`src/rtl/muldiv_sequencer_if.sv`:
```
// rtl/muldiv_sequencer_if.sv - request/result bundle between execute stage and muldiv_sequencer
interface muldiv_sequencer_if #(
  parameter int WIDTH = 32
);
  logic             start;
  logic [2:0]       Funct3;
  logic [WIDTH-1:0] SrcA;
  logic [WIDTH-1:0] SrcB;
  logic             flush;
  logic [WIDTH-1:0] Result;
  logic             done;
  logic             busy;
  logic             Stall;
  logic             Illegal;

  modport master (
    output start, Funct3, SrcA, SrcB, flush,
    input  Result, done, busy, Stall, Illegal
  );

  modport slave (
    input  start, Funct3, SrcA, SrcB, flush,
    output Result, done, busy, Stall, Illegal
  );
endinterface

```
`src/rtl/muldiv_sequencer.sv`:
```
// rtl/muldiv_sequencer.sv - iterative RV32M multiply/divide unit with sequencing FSM
// Divider datapath and its fast path are compiled in only when RV_MULDIV_DIV_EN is defined.
module muldiv_sequencer #(
  parameter int WIDTH = 32
) (
  input  logic              clk,
  input  logic              reset,
  muldiv_sequencer_if.slave bus
);
  localparam int CW = $clog2(WIDTH);
  localparam logic [1:0] IDLE = 2'd0;
  localparam logic [1:0] CALC = 2'd1;
  localparam logic [1:0] FIX  = 2'd2;
  localparam logic [1:0] DONE = 2'd3;

  logic [1:0]         state;
  logic [CW-1:0]      cnt;
  logic [2:0]         op;
  logic               sign_a;
  logic               sign_b;
  logic [WIDTH-1:0]   mag_a;
  logic [WIDTH-1:0]   mag_b;
  logic [2*WIDTH-1:0] acc;
  logic [WIDTH-1:0]   result_q;

  logic               in_sign_a;
  logic               in_sign_b;
  logic [WIDTH-1:0]   in_mag_a;
  logic [WIDTH-1:0]   in_mag_b;
  logic               fast;
  logic [WIDTH-1:0]   fast_result;
  logic [WIDTH:0]     mul_sum;
  logic [2*WIDTH-1:0] mul_next;
  logic [2*WIDTH-1:0] prod_fix;
  logic [2*WIDTH-1:0] step_next;
  logic [2*WIDTH-1:0] acc_init;
  logic [WIDTH-1:0]   fix_result;

  // Sign flags are only raised for the operands an op treats as signed; MUL stays unsigned.
  always_comb begin
    in_sign_a = 1'b0;
    in_sign_b = 1'b0;
    case (bus.Funct3)
      3'b001, 3'b100, 3'b110: begin
        in_sign_a = bus.SrcA[WIDTH-1];
        in_sign_b = bus.SrcB[WIDTH-1];
      end
      3'b010:  in_sign_a = bus.SrcA[WIDTH-1];
      default: ;
    endcase
    in_mag_a = in_sign_a ? -bus.SrcA : bus.SrcA;
    in_mag_b = in_sign_b ? -bus.SrcB : bus.SrcB;
  end

  // Product register: upper half accumulates, lower half holds the multiplier being shifted out.
  always_comb begin
    mul_sum  = {1'b0, acc[2*WIDTH-1:WIDTH]} + (acc[0] ? {1'b0, mag_a} : {(WIDTH+1){1'b0}});
    mul_next = {mul_sum, acc[WIDTH-1:1]};
    prod_fix = (sign_a ^ sign_b) ? -acc : acc;
  end

`ifdef RV_MULDIV_DIV_EN
  localparam logic [WIDTH-1:0] MIN_INT = {1'b1, {(WIDTH-1){1'b0}}};

  logic [WIDTH:0]     div_shift;
  logic [WIDTH:0]     div_diff;
  logic [2*WIDTH-1:0] div_next;
  logic [WIDTH-1:0]   quo_fix;
  logic [WIDTH-1:0]   rem_fix;

  // Remainder sits in the upper half, quotient bits shift in at the bottom.
  always_comb begin
    div_shift = acc[2*WIDTH-1:WIDTH-1];
    div_diff  = div_shift - {1'b0, mag_b};
    div_next  = div_diff[WIDTH] ? {div_shift[WIDTH-1:0], acc[WIDTH-2:0], 1'b0}
                                : {div_diff[WIDTH-1:0], acc[WIDTH-2:0], 1'b1};
    quo_fix   = (sign_a ^ sign_b) ? -acc[WIDTH-1:0] : acc[WIDTH-1:0];
    rem_fix   = sign_a ? -acc[2*WIDTH-1:WIDTH] : acc[2*WIDTH-1:WIDTH];
  end

  always_comb begin
    fast        = 1'b0;
    fast_result = bus.SrcA;
    if (bus.Funct3[2] && bus.SrcB == '0) begin
      fast        = 1'b1;
      fast_result = bus.Funct3[1] ? bus.SrcA : '1;
    end else if (bus.Funct3[2] && !bus.Funct3[0] && bus.SrcA == MIN_INT && bus.SrcB == '1) begin
      fast        = 1'b1;
      fast_result = bus.Funct3[1] ? '0 : bus.SrcA;
    end
  end

  always_comb begin
    step_next  = op[2] ? div_next : mul_next;
    acc_init   = {{WIDTH{1'b0}}, (bus.Funct3[2] ? in_mag_a : in_mag_b)};
    fix_result = prod_fix[2*WIDTH-1:WIDTH];
    if (op == 3'b000)
      fix_result = prod_fix[WIDTH-1:0];
    else if (op[2])
      fix_result = op[1] ? rem_fix : quo_fix;
  end

  assign bus.Illegal = 1'b0;
`else
  logic illegal_q;

  always_comb begin
    fast        = bus.Funct3[2];
    fast_result = '0;
    step_next   = mul_next;
    acc_init    = {{WIDTH{1'b0}}, in_mag_b};
    fix_result  = (op == 3'b000) ? prod_fix[WIDTH-1:0] : prod_fix[2*WIDTH-1:WIDTH];
  end

  always_ff @(posedge clk) begin
    if (reset)
      illegal_q <= 1'b0;
    else if (state == IDLE && bus.start && !bus.flush)
      illegal_q <= fast;
  end

  assign bus.Illegal = illegal_q;
`endif

  always_ff @(posedge clk) begin
    if (reset) begin
      state    <= IDLE;
      cnt      <= '0;
      op       <= '0;
      sign_a   <= 1'b0;
      sign_b   <= 1'b0;
      mag_a    <= '0;
      mag_b    <= '0;
      acc      <= '0;
      result_q <= '0;
    end else begin
      case (state)
        IDLE: begin
          if (bus.start && !bus.flush) begin
            op     <= bus.Funct3;
            sign_a <= in_sign_a;
            sign_b <= in_sign_b;
            mag_a  <= in_mag_a;
            mag_b  <= in_mag_b;
            cnt    <= '0;
            if (fast) begin
              result_q <= fast_result;
              state    <= DONE;
            end else begin
              acc   <= acc_init;
              state <= CALC;
            end
          end
        end
        CALC: begin
          if (bus.flush) begin
            state <= IDLE;
          end else begin
            acc <= step_next;
            cnt <= cnt + 1'b1;
            if (cnt == CW'(WIDTH-1))
              state <= FIX;
          end
        end
        FIX: begin
          if (!bus.flush)
            result_q <= fix_result;
          state <= bus.flush ? IDLE : DONE;
        end
        default: state <= IDLE;
      endcase
    end
  end

  assign bus.Result = result_q;
  assign bus.done   = (state == DONE);
  assign bus.busy   = (state != IDLE);
  assign bus.Stall  = !reset && ((state == IDLE && bus.start) || state == CALC || state == FIX);
endmodule

```
`src/flat_wrapper.sv`:
```
// flat-port wrapper written by rule: the top's interface ports become plain ports
module muldiv_sequencer_flat 
#(
  parameter int WIDTH = 32
)
  (clk, reset, bus_start, bus_Funct3, bus_SrcA, bus_SrcB, bus_flush, bus_Result, bus_done, bus_busy, bus_Stall, bus_Illegal);
  muldiv_sequencer_if #(.WIDTH(WIDTH)) bus_i ();
  input  logic clk;
  input  logic reset;
  input wire logic [$bits(bus_i.start)-1:0] bus_start;
  input wire logic [$bits(bus_i.Funct3)-1:0] bus_Funct3;
  input wire logic [$bits(bus_i.SrcA)-1:0] bus_SrcA;
  input wire logic [$bits(bus_i.SrcB)-1:0] bus_SrcB;
  input wire logic [$bits(bus_i.flush)-1:0] bus_flush;
  output wire logic [$bits(bus_i.Result)-1:0] bus_Result;
  output wire logic [$bits(bus_i.done)-1:0] bus_done;
  output wire logic [$bits(bus_i.busy)-1:0] bus_busy;
  output wire logic [$bits(bus_i.Stall)-1:0] bus_Stall;
  output wire logic [$bits(bus_i.Illegal)-1:0] bus_Illegal;
  assign bus_i.start = bus_start;
  assign bus_i.Funct3 = bus_Funct3;
  assign bus_i.SrcA = bus_SrcA;
  assign bus_i.SrcB = bus_SrcB;
  assign bus_i.flush = bus_flush;
  assign bus_Result = bus_i.Result;
  assign bus_done = bus_i.done;
  assign bus_busy = bus_i.busy;
  assign bus_Stall = bus_i.Stall;
  assign bus_Illegal = bus_i.Illegal;
  muldiv_sequencer #(.WIDTH(WIDTH)) u_core (.clk(clk), .reset(reset), .bus(bus_i));
endmodule
```
`config.mk`:
```
export PLATFORM = sky130hd
export DESIGN_NAME = muldiv_sequencer_flat
export DESIGN_NICKNAME = d
export VERILOG_FILES = /design/src/rtl/muldiv_sequencer_if.sv /design/src/rtl/muldiv_sequencer.sv /design/src/flat_wrapper.sv
export SDC_FILE = /design/constraint.sdc
export NUM_CORES = 1
export LEC_CHECK = 0
export BUFFER_PORTS_ARGS = -buffer_cell sky130_fd_sc_hd__buf_2
export CORE_AREA = 4 4 130 132
export CTS_CLUSTER_DIAMETER = 40
export CTS_CLUSTER_SIZE = 8
export DETAILED_ROUTE_END_ITERATION = 6
export DIE_AREA = 0 0 134 136
export PLACE_DENSITY = 0.85
export SLEW_MARGIN = 20
export SYNTH_ARGS = -nofsm -noshare
export SYNTH_HDL_FRONTEND = slang
export SYNTH_SLANG_ARGS = --single-unit
```
`constraint.sdc`:
```
create_clock -name clk -period 4.8 [get_ports clk]
set_input_delay 0.48 -clock clk [delete_from_list [all_inputs] [get_ports clk]]
set_output_delay 0.48 -clock clk [all_outputs]
set_load 0.01 [all_outputs]
```
==> results by group <==
GRT
  – First-pass GRT wire length: 46900 um
  – Vias in the first global route: 9076
  – Initial antenna violation count: 0
  – Total GRT Usage: 0.317
  – Pin count of the biggest net entering global routing: 59
  – Gr ovfl total: 0

Timing
  – Max Slew Vio Count: 0
  – Slew Limit Headroom: 0.298
  – Final Skew: 0.00818 ns
  – Crit path time final: 3.94 ns
  – Final Hold Fails: 0
  – Final Cycle Share: 0.821
  – Final setup margin: 0.861 ns
  – Fin Setup TNS: 0 ns
  – Final setup viols: 0
  – Max Clk Rate: 254 MHz
  – Worst slew pin tran: 1.05 ns
  – RSZ-0062 raised after global routing: false

Status
  – Status: complete, no violations

Detailed routing
  – Post-Route WL: 29400 um
  – # DRC: 0
  – ANT nets after route: 0
  – Via density: 6.33
  – DRT iter0 DRCs: 1146
  – Routed WL per cell: 18.1 um
  – DRT Pass-1 Iters: 6
  – DR vias: 10300

Pwr
  – Internal cell power: 2300 uW
  – Maximum vdd drop: 0.000281 V
  – Clock network fraction of design power: 0.443
  – Net Sw Frac: 0.292
  – Seq pwr share: 0.387
  – Power Dens Cells: 288 mW/mm2
  – Combinational share of power: 0.169
  – Switching power: 950 uW
  – Lkg Pwr: 0.00461 uW

CTS
  – Clock-pin slew on the worst setup and hold paths: 0.06 ns
  – CTS tree: done
  – Cts repair resizes: 0
  – CTS root buffer: clkbuf_16
  – CTS buffer count: 17
  – Hold-fix buffers at CTS: 0
  – Clk Latency, worst-skew pair: 0.43 ns
  – Number of H-tree levels: 4
  – CTS Buffer Depth: 2
  – Postcts setup bufs: 0
  – CTS sink cnt: 141

Yosys
  – Cell with the most instances after synthesis: nor2_1
  – Synth cell count leaders: nor2_1 (164), dfxtp_1 (141), nand2_1 (118), a21oi_1 (117), o21ai_0 (88)
  – Primary FF master, synth: dfxtp_1
  – Register area share after synthesis: 0.282
  – Synth area leaders: dfxtp_1 (28%), xnor2_1 (6.9%), nor2_1 (6.1%)
  – Ys async rst share: 0
  – Largest family of logic cells by synthesized area: compound AO/OA/AOI/OAI gates
  – Post-Synth Adder-Cell Area: 0.0482
  – XOR/XNOR share of the synthesized area: 0.118
  – EDFF count, synth: 0
  – Post-synthesis compound-gate area fraction: 0.269
  – Mapped Area: 0.0100 mm2
  – Synth Register Bits: 141
  – Syn. warnings: 0
  – Simple logic cell fraction of the synthesized area: 0.237
  – Syn_area_per_cell: 7.49 um2
  – Yosys top cell by area: dfxtp_1
  – Mux cell area share after synthesis: 0.00400
  – Syn Nets: 1445
  – Synth top area share: 0.282
  – Synth cell types: 64
  – Gate Count Post-Synth: 1336

Hold path
  – Worst Hold Path EP: u_core.mag_a[0]$_SDFFE_PP0P_
  – Min-delay src: bus_SrcA[0]
  – Worst Hold Depth: 3
  – Hold/Removal Path Class: in -> reg

Placed design
  – Routability cong.: 0.965
  – Final HPWL DP: 21700 um
  – Placed cell areas: 0.0107 mm2
  – Dpl ws: 1.00 ns
  – Port bufs: 106

Critical path
  – Req. time, crit path: 5.12 ns
  – Crit Path Max Fanout: 37
  – Startpoint types: flop
  – Crit end category: flop
  – Crit Reg-Reg Endpoint: u_core.acc[59]$_SDFFE_PP0P_
  – Critical path class: reg -> reg
  – R2R setup slack: 0.86 ns
  – Reg2reg path depth: 11
  – WP data arrival: 4.26 ns
  – Worst r2r src: u_core.acc[0]$_SDFFE_PP0P_

Floorplanning
  – I/O pins: 107
  – Initial Util: 0.637
  – Core Rows: 46
  – Die Span X: 134 um
  – Core area: 0.0157 mm2
  – Die height: 136 um
  – Area of the die: 0.0182 mm2

Finish
  – Share of cells above drive strength 1: 0.129
  – Post-route cell area: 0.0113 mm2
  – Area grow syn2layout: 13.0%
  – Diodes inserted: 0
  – Fill cell total of the finished layout: 1254
  – Fin nets: 1507
  – End-of-flow core utilization: 0.720

Job
  – Number of max-cap violations: 0
[worst max-delay path: stages (launching register included)]
cell	delay [ns]
dfxtp_1	0.98
and2_1	0.23
ha_1	0.17
inv_1	0.06
fa_1	0.41
nor2b_1	0.18
o31ai_1	0.16
a211oi_1	0.51
o21a_1	0.29
a31oi_1	0.25
o2111a_1	0.31
a221o_1	0.25
[metal layers]
metal  up-vias  track usage  wire length, um
li1       4975            -                -
met1      4787        0.453            12900
met2       489        0.484            13000
met3        55       0.0644             2840
met4         0       0.0949              580
met5         -            0                0
[power groups by stage]
stage                     logic, uW  clock network, uW  registers [uW]
after detailed placement        535                  0            1280
after CTS                       541               1440            1260
after global placement          523                  0            1280
after global routing            602               1500            1260
after floorplan                 388                  0            1260
final                           551               1440            1260
[layout by cell type (no fill, tap or decap), drive strengths merged, types with 4 or more instances in the layout]
cell | netlist | routed
o211ai | 9 | 9
a41oi | 4 | 4
nand2 | 118 | 118
o221ai | 7 | 7
a21o | 17 | 17
nand3 | 20 | 20
xnor2 | 79 | 79
o31ai | 16 | 16
a22oi | 29 | 29
and2 | 39 | 39
o21ai | 91 | 91
or4 | 15 | 15
inv | 28 | 33
ha | 37 | 37
nand4 | 11 | 11
clkbuf | 71 | 18
and3 | 8 | 8
a211o | 6 | 6
buf | 9 | 123
or2 | 6 | 6
a311oi | 4 | 4
o21a | 16 | 16
nor2b | 8 | 8
nor4 | 21 | 21
o41ai | 10 | 10
a211oi | 44 | 44
nor2 | 164 | 164
dfxtp | 141 | 141
xor2 | 56 | 56
mux2i | 4 | 4
o2111ai | 4 | 4
a221oi | 5 | 5
a21oi | 117 | 117
or3 | 18 | 18
bufinv | 0 | 4
a31oi | 20 | 20
nand2b | 10 | 10
nor3 | 45 | 45
[through the flow]
step / hold slack [ns] / instances / power (uW)
finish: 0.317 / 1627 / 3250
global route: 0.329 / 1627 / 3370
CTS: 0.311 / 1627 / 3240
detailed placement: 0.440 / 1595 / 1820
global placement: 0.428 / 1595 / 1800
floorplan: 0.417 / 1336 / 1650
[flip-flops by register name, indices dropped and copies added (netlist names)]
name                count
u_core.cnt              5
u_core.op               3
u_core.state            2
u_core.bus.Illegal      1
u_core.acc             64
u_core.sign_a           1
u_core.mag_a           32
u_core.bus.Result      32
u_core.sign_b           1
[layout make-up]
class	instances	area, um2	area share
Clock inverter	14	205	0.0181
Sequential cell	141	2820	0.249
Tap cell	216	270	0.0239
Timing Repair Buffer	123	658	0.0582
Inverter	28	105	0.00929
Multi-Input combinational cell	1087	6810	0.602
Clock buffer	18	439	0.0388
[worst max path at each step]
stage,cells past startpoint,end,from,slack (ns)
4_1_cts,11,u_core.acc[59]$_SDFFE_PP0P_,u_core.acc[0]$_SDFFE_PP0P_,0.95
3_3_place_gp,11,u_core.acc[59]$_SDFFE_PP0P_,u_core.acc[0]$_SDFFE_PP0P_,1.08
6_report,11,u_core.acc[59]$_SDFFE_PP0P_,u_core.acc[0]$_SDFFE_PP0P_,0.86
2_1_floorplan,13,u_core.acc[59]$_SDFFE_PP0P_,u_core.acc[0]$_SDFFE_PP0P_,1.66
3_5_place_dp,11,u_core.acc[59]$_SDFFE_PP0P_,u_core.acc[0]$_SDFFE_PP0P_,1.00
5_1_grt,9,u_core.acc[59]$_SDFFE_PP0P_,u_core.acc[0]$_SDFFE_PP0P_,0.54
[cell families after synthesis]
| group | after synthesis |
|---|---|
| flops | 141 |
| mux | 4 |
| fa+ha+maj | 38 |
| xor+xnor | 135 |
| compound gates | 418 |
| simple gates | 492 |
| buf+inv | 108 |
Power figures use the tool's default switching activity.
